===== src/rtl/instr_fetch_unit.sv =====
// instr_fetch_unit: assembles 32-bit instructions from DATA_WIDTH-bit memory beats and presents them with their pc.
// Define IFU_PREFETCH_EN to add a second instruction buffer so fetching overlaps a stalled consumer.
module instr_fetch_unit #(
  parameter int DATA_WIDTH = 8,
  parameter int ADDR_WIDTH = 8,
  parameter logic [ADDR_WIDTH-1:0] RESET_PC = '0
) (
  input  logic                  clk,
  input  logic                  rst_n,
  output logic                  mem_req,
  output logic [ADDR_WIDTH-1:0] mem_addr,
  input  logic                  mem_ack,
  input  logic [DATA_WIDTH-1:0] mem_rdata,
  output logic [31:0]           instr,
  output logic                  instr_valid,
  input  logic                  instr_ready,
  output logic [ADDR_WIDTH-1:0] pc,
  input  logic                  redirect,
  input  logic [ADDR_WIDTH-1:0] redirect_pc
);
  localparam int N = 32 / DATA_WIDTH;
  localparam int BW = DATA_WIDTH / 8;
  localparam int CW = (N > 1) ? $clog2(N) : 1;
  typedef enum logic [1:0] {IDLE, FETCH, HOLD} state_t;
  state_t state_q, state_d;
  logic [ADDR_WIDTH-1:0] addr_q, addr_d, pc_q, pc_d, wpc;
  logic [CW-1:0] beat_q, beat_d;
  logic [31:0] asm_q, asm_d, instr_q, instr_d, word;
  logic valid_q, valid_d, fire, last, hs;
`ifdef IFU_PREFETCH_EN
  logic [31:0] nxt_q, nxt_d;
  logic [ADDR_WIDTH-1:0] nxt_pc_q, nxt_pc_d;
  logic nxt_v_q, nxt_v_d;
  assign mem_req = (state_q == FETCH) | ((state_q == HOLD) & ~nxt_v_q);
`else
  assign mem_req = state_q == FETCH;
`endif
  assign mem_addr = addr_q;
  assign instr = instr_q;
  assign pc = pc_q;
  assign instr_valid = valid_q;
  assign fire = mem_req & mem_ack & ~redirect;
  assign last = fire & (beat_q == CW'(N - 1));
  assign hs = valid_q & instr_ready;
  // the final beat's address has already been issued, so beat 0 sits (N-1) beats back
  assign wpc = addr_q - ADDR_WIDTH'((N - 1) * BW);
  always_comb begin
    word = asm_q;
    word[beat_q * DATA_WIDTH +: DATA_WIDTH] = mem_rdata;
  end
  always_comb begin
    state_d = state_q;
    addr_d = addr_q;
    beat_d = beat_q;
    asm_d = asm_q;
    instr_d = instr_q;
    pc_d = pc_q;
    valid_d = valid_q;
`ifdef IFU_PREFETCH_EN
    nxt_d = nxt_q;
    nxt_pc_d = nxt_pc_q;
    nxt_v_d = nxt_v_q;
`endif
    if (redirect) begin
      state_d = FETCH;
      addr_d = redirect_pc & ~ADDR_WIDTH'(3);
      beat_d = '0;
      valid_d = 1'b0;
`ifdef IFU_PREFETCH_EN
      nxt_v_d = 1'b0;
`endif
    end else if (state_q == IDLE) begin
      state_d = FETCH;
    end else begin
      if (fire) begin
        asm_d = word;
        beat_d = last ? '0 : beat_q + CW'(1);
        addr_d = addr_q + ADDR_WIDTH'(BW);
      end
`ifdef IFU_PREFETCH_EN
      if (hs) begin
        valid_d = nxt_v_q;
        instr_d = nxt_q;
        pc_d = nxt_pc_q;
        nxt_v_d = 1'b0;
      end
      if (last && !valid_d) begin
        instr_d = word;
        pc_d = wpc;
        valid_d = 1'b1;
      end else if (last) begin
        nxt_d = word;
        nxt_pc_d = wpc;
        nxt_v_d = 1'b1;
      end
`else
      if (hs) valid_d = 1'b0;
      if (last) begin
        instr_d = word;
        pc_d = wpc;
        valid_d = 1'b1;
      end
`endif
      state_d = valid_d ? HOLD : FETCH;
    end
  end
  always_ff @(posedge clk or negedge rst_n) begin
    if (!rst_n) begin
      state_q <= IDLE;
      addr_q <= RESET_PC;
      beat_q <= '0;
      asm_q <= '0;
      instr_q <= '0;
      pc_q <= RESET_PC;
      valid_q <= 1'b0;
`ifdef IFU_PREFETCH_EN
      nxt_q <= '0;
      nxt_pc_q <= '0;
      nxt_v_q <= 1'b0;
`endif
    end else begin
      state_q <= state_d;
      addr_q <= addr_d;
      beat_q <= beat_d;
      asm_q <= asm_d;
      instr_q <= instr_d;
      pc_q <= pc_d;
      valid_q <= valid_d;
`ifdef IFU_PREFETCH_EN
      nxt_q <= nxt_d;
      nxt_pc_q <= nxt_pc_d;
      nxt_v_q <= nxt_v_d;
`endif
    end
  end
endmodule


===== config.mk =====
export PLATFORM = sky130hd
export DESIGN_NAME = instr_fetch_unit
export DESIGN_NICKNAME = d
export VERILOG_FILES = /design/src/rtl/instr_fetch_unit.sv
export SDC_FILE = /design/constraint.sdc
export NUM_CORES = 1
export LEC_CHECK = 0
export BUFFER_PORTS_ARGS = -buffer_cell sky130_fd_sc_hd__buf_4
export CORE_MARGIN = 1
export CORE_UTILIZATION = 55
export CTS_BUF_LIST = sky130_fd_sc_hd__clkbuf_8
export CTS_CLUSTER_SIZE = 28
export DETAILED_ROUTE_END_ITERATION = 10
export PLACE_DENSITY = 0.8
export SLEW_MARGIN = 20
export SYNTH_ARGS = -nofsm -noshare
export SYNTH_HDL_FRONTEND = slang
export SYNTH_SLANG_ARGS = --single-unit

===== constraint.sdc =====
create_clock -name clk -period 4.1 [get_ports clk]
set_input_delay 0.41 -clock clk [delete_from_list [all_inputs] [get_ports clk]]
set_output_delay 0.41 -clock clk [all_outputs]
set_load 0.01 [all_outputs]

**After elaboration in Yosys (flattened, before gate mapping)**

Index checks and enable logic that the tools add are counted.

- Register bits: 85
- Output and inout port bits: 50
- Word-level logic and storage cells: 44

- Add/subtract/negate cells: 4
- Equal/unequal tests: 3
- Shift operators: 2
- Mux-type cells: 17
- Bitwise logic cells: 6
- Reduce and logical (&&, ||, !) cells: 5

Operator list:

| operator | number |
|---|---|
| $neg 5->34 | 1 |
| $shift 8x34->32 const A | 1 |
| $shiftx 8x34->32 | 1 |
| $bwmux 32 | 1 |
| $mux 8 | 3 |
| $mux 2 | 7 |
| $add 8x1->8 const B | 1 |
| $sub 8x2->8 const B | 1 |
| $mux 1 | 6 |
| $reduce_and 3->1 | 2 |
| $and 1x1->1 | 4 |
| $add 2x1->2 const B | 1 |
| $eq 2x1->1 const B | 1 |
| $eq 2x2->1 const B | 1 |
| $logic_not 2->1 | 1 |
| $ne 2x2->1 const B | 1 |
| $not 1->1 | 2 |
| $reduce_and 2->1 | 1 |
| $reduce_bool 2->1 | 1 |

**Depth between registers and ports, before layout**

- Depth after elaboration: 10
- Gate-level depth with buffers: 8
- Mapped depth without buffers: 5

**Worst setup path before layout**

No wires, ideal clock.

- Path kind: reg2reg
- From: reg beat_q[0]
- To: reg asm_q[0]
- Arrival: 1.903 ns
- Required time: 4.034 ns
- Setup slack: 2.131 ns
- Stages on the path, launching flop included: 9
- Buffers on the path: 3
- Clock period less this slack: 1.969 ns
- Cells stage by stage: dfrtp_1 > clkbuf_1 > inv_1 > ha_1 > nor4bb_1 > buf_2 > and2_1 > buf_2 > a22o_1

- Word-level cells in the longest chain between the ends: 3

RTL lines:

| element | RTL line | text |
|---|---|---|
| from (decl) | 27 | `logic [CW-1:0] beat_q, beat_d;` |
| from (signal assigned) | 124 | `beat_q <= beat_d;` |
| $neg 5->34 (*) | 49 | `word[beat_q * DATA_WIDTH +: DATA_WIDTH] = mem_rdata;` |
| $shiftx 8x34->32 or $shift 8x34->32 (tied branches) | 49 |  |
| $bwmux 32 (*) | 49 |  |
| to (signal assigned) | 125 | `asm_q <= asm_d;` |
| to (decl) | 28 | `logic [31:0] asm_q, asm_d, instr_q, instr_d, word;` |

Mark *: on every way between the ends. The rest lies on a longest branch, timed or not.
A chain may end at the register's enable or synchronous reset.

**Worst setup path in the final report**

- From: reg beat_q[0]
- To: reg asm_q[20]

Same word-level chain as after synthesis.

==> flow_summary.json <==
{
  "met2WireLength_mm": 3.85,
  "nets": 419,
  "worstSetupPathType": "register to register",
  "critical_path.cell_chain": "inv_1, ha_1, nor4b_4, and3_1, a22o_1",
  "finalCriticalPeriod_ns": 2.35,
  "synth_nets": 368,
  "r2r_setup_slack_ns": 1.75,
  "clk_latency_ns": 0.34,
  "vias": 2891,
  "rows": 29,
  "clk_path_buf_depth": 2,
  "hold_viol": 0,
  "synthFlopType": "dfrtp_1",
  "via_per_inst": 6.10,
  "grt_pass1_wl_mm": 13.5,
  "power_density_mw_per_mm2": 480,
  "start_util_pct": 56.9,
  "cp_slowest_cell": "nor4b_4",
  "drt_iter0_markers": 189,
  "met1_length_mm": 3.82,
  "diodes": 0,
  "synth_edf_count": 0,
  "r2r-start": "beat_q[0]",
  "timing.slew.headroom_pct": 35.7,
  "synthDistinctLibCells": 44,
  "antenna_found_initial": 0,
  "drive_gt1_share_pct": 25.2,
  "ant_nets": 0,
  "max_stage_delay_ns": 0.59,
  "drc": 0,
  "worstPathMaxFanout": 14,
  "grt_pass1_vias": 2677,
  "cp-end-kind": "register",
  "cap_violations": 0,
  "h-tree-depth": 3,
  "layout_worst_path_cycle_share_pct": 57.3,
  "min_path_type": "primary input to asynchronous set/reset pin",
  "path_clk_slew_ns": 0.08,
  "cts_resized": 0,
  "drt_first_pass_iters": 5,
  "dr_wl_met3_um": 483,
  "die_h_um": 82.8,
  "fp.dieW_um": 82.8,
  "rsz0062_at_grt": "no",
  "ys_seq_area_share_pct": 53.7,
  "status": "finished clean",
  "post_drt_wl_per_cell_um": 17.4,
  "skew_ns": 0.00852,
  "async_reset_ff_share_pct": 100,
  "top_layer_used": "met4",
  "syn2layout_area_growth_pct": 21.3,
  "avgSynthCellArea_um2": 10.5,
  "maxSlewViolCount": 0,
  "pin_count": 71,
  "synthCells": 341,
  "fin_ws_ns": 1.75,
  "gp_congestion": 0.834,
  "port_buffers": 68,
  "worst_pin_slew_ns": 0.965,
  "cts_buffers": 9,
  "fmax_ghz": 0.426,
  "cp.arrival_ns": 2.63,
  "netlist_area_mm2": 0.00359,
  "power_leakage_nw": 2.08,
  "ys_warn_count": 0,
  "r2r_cells": 5,
  "grt_max_degree": 78,
  "cts_tree": "yes",
  "reg2reg_to": "asm_q[20]",
  "grtUsageTotal_pct": 24.9,
  "die-area_mm2": 0.00686,
  "setup_viol": 0,
  "cts_hold_buf": 0,
  "peakVddDrop_uv": 279,
  "fin_tns_setup_ns": 0,
  "cts_setup_buffers": 0,
  "dp.final_hpwl_mm": 5.38,
  "cts_root_buffer": "clkbuf_8",
  "required_ns": 4.38,
  "startpoint_type": "register",
  "cts_num_sinks": 77,
  "core_mm2": 0.00631,
  "place_ws_ns": 1.66,
  "ys_seq_elements": 77,
  "overflow": 0,
  "finalWirelength_mm": 8.27
}
[area by class of cell]
| class | instances | area [um^2] |
|---|---|---|
| clock buffers | 9 | 124 |
| clock inverters | 7 | 138 |
| fillers | 500 | 1960 |
| inverters | 10 | 37.5 |
| multi-input cells | 221 | 1490 |
| flip-flops and latches | 77 | 1930 |
| well taps | 77 | 96.3 |
| repair buffers | 73 | 548 |
[registers in the layout, indices dropped and copies added, names as in the netlist]
register     cells
pc               8
state_q          2
mem_addr         8
asm_q           24
beat_q           2
instr           32
instr_valid      1
[worst max-delay path: cells and delay by family, from the launching register on]
kind,cells,cell delay (ns)
flip-flops,1,0.55
AND/OR/NAND/NOR,2,0.99
adder cells (fa/ha/maj),1,0.41
buffers and inverters,1,0.15
AO/OA/AOI/OAI,1,0.20
[placed cells by master, fill, tap and decap left out, types with 5 or more instances in the layout]
master and instances:
dfrtp_1 77, buf_4 73, a21oi_1 63, a22o_1 30, nor2b_1 20, nand2_1 11, a31oi_1 11, inv_1 10
clkbuf_8 9, o21ai_0 8, nor2_1 7, ha_1 6, nand3_1 5, nand4_1 5
[logic make-up after synthesis]
kind of cell	count (synthesis)	synth area share, %
AO/OA/AOI/OAI	126	22.4
AND/OR/NAND/NOR	77	13.7
flip-flops	77	53.7
buffers and inverters	43	4.95
XOR/XNOR	6	1.46
multiplexers	6	1.81
adder cells (fa/ha/maj)	6	2.09
[per-layer routing]
layer  global-route usage (%)  vias to the layer above
met2                     36.5                      111
met5                        0                        -
li1                         -                     1350
met4                     9.40                        0
met1                     37.7                     1419
met3                     3.48                       11
[power breakdown]
part,internal [mW],switching [mW],total [mW],leakage (nW)
sequential,0.863,0.0764,0.940,1.01
combinational,0.207,0.207,0.414,0.943
clock,0.464,0.276,0.739,0.129
total,1.53,0.559,2.09,2.08
[cell usage after synthesis, types with 5 or more instances]
master	count	area (um^2)
ha_1	6	75.1
nor2b_1	20	125
buf_2	7	35.0
inv_1	10	37.5
nand4_1	5	31.3
a21oi_1	63	315
dfrtp_1	77	1930
a22o_1	30	263
nor2_1	7	26.3
a31oi_1	11	68.8
buf_1	8	30.0
o21ai_0	8	40.0
nand3_1	5	25.0
nand2_1	11	41.3
clkbuf_1	17	63.8
[per-stage QoR]
step	utilization [%]	area [um^2]	hold WS (ns)	instances	total power, mW
finish	69.0	4360	0.205	474	2.09
global route	69.0	4360	0.282	474	2.18
CTS	69.0	4360	0.253	474	2.10
detailed placement	64.9	4100	0.475	458	1.37
global placement	64.9	4100	0.475	458	1.36
floorplan	-	3590	0.114	341	1.16
[worst max path at each step]
stage / slack [ns] / from / to
after global routing: 1.59 / beat_q[0] / asm_q[20]
after floorplan: 2.13 / beat_q[0] / asm_q[0]
after detailed placement: 1.66 / redirect / instr[8]
final: 1.75 / beat_q[0] / asm_q[20]
after global placement: 1.67 / redirect / instr[9]
after CTS: 1.75 / beat_q[0] / asm_q[20]
(Power assumes the default switching activity.)
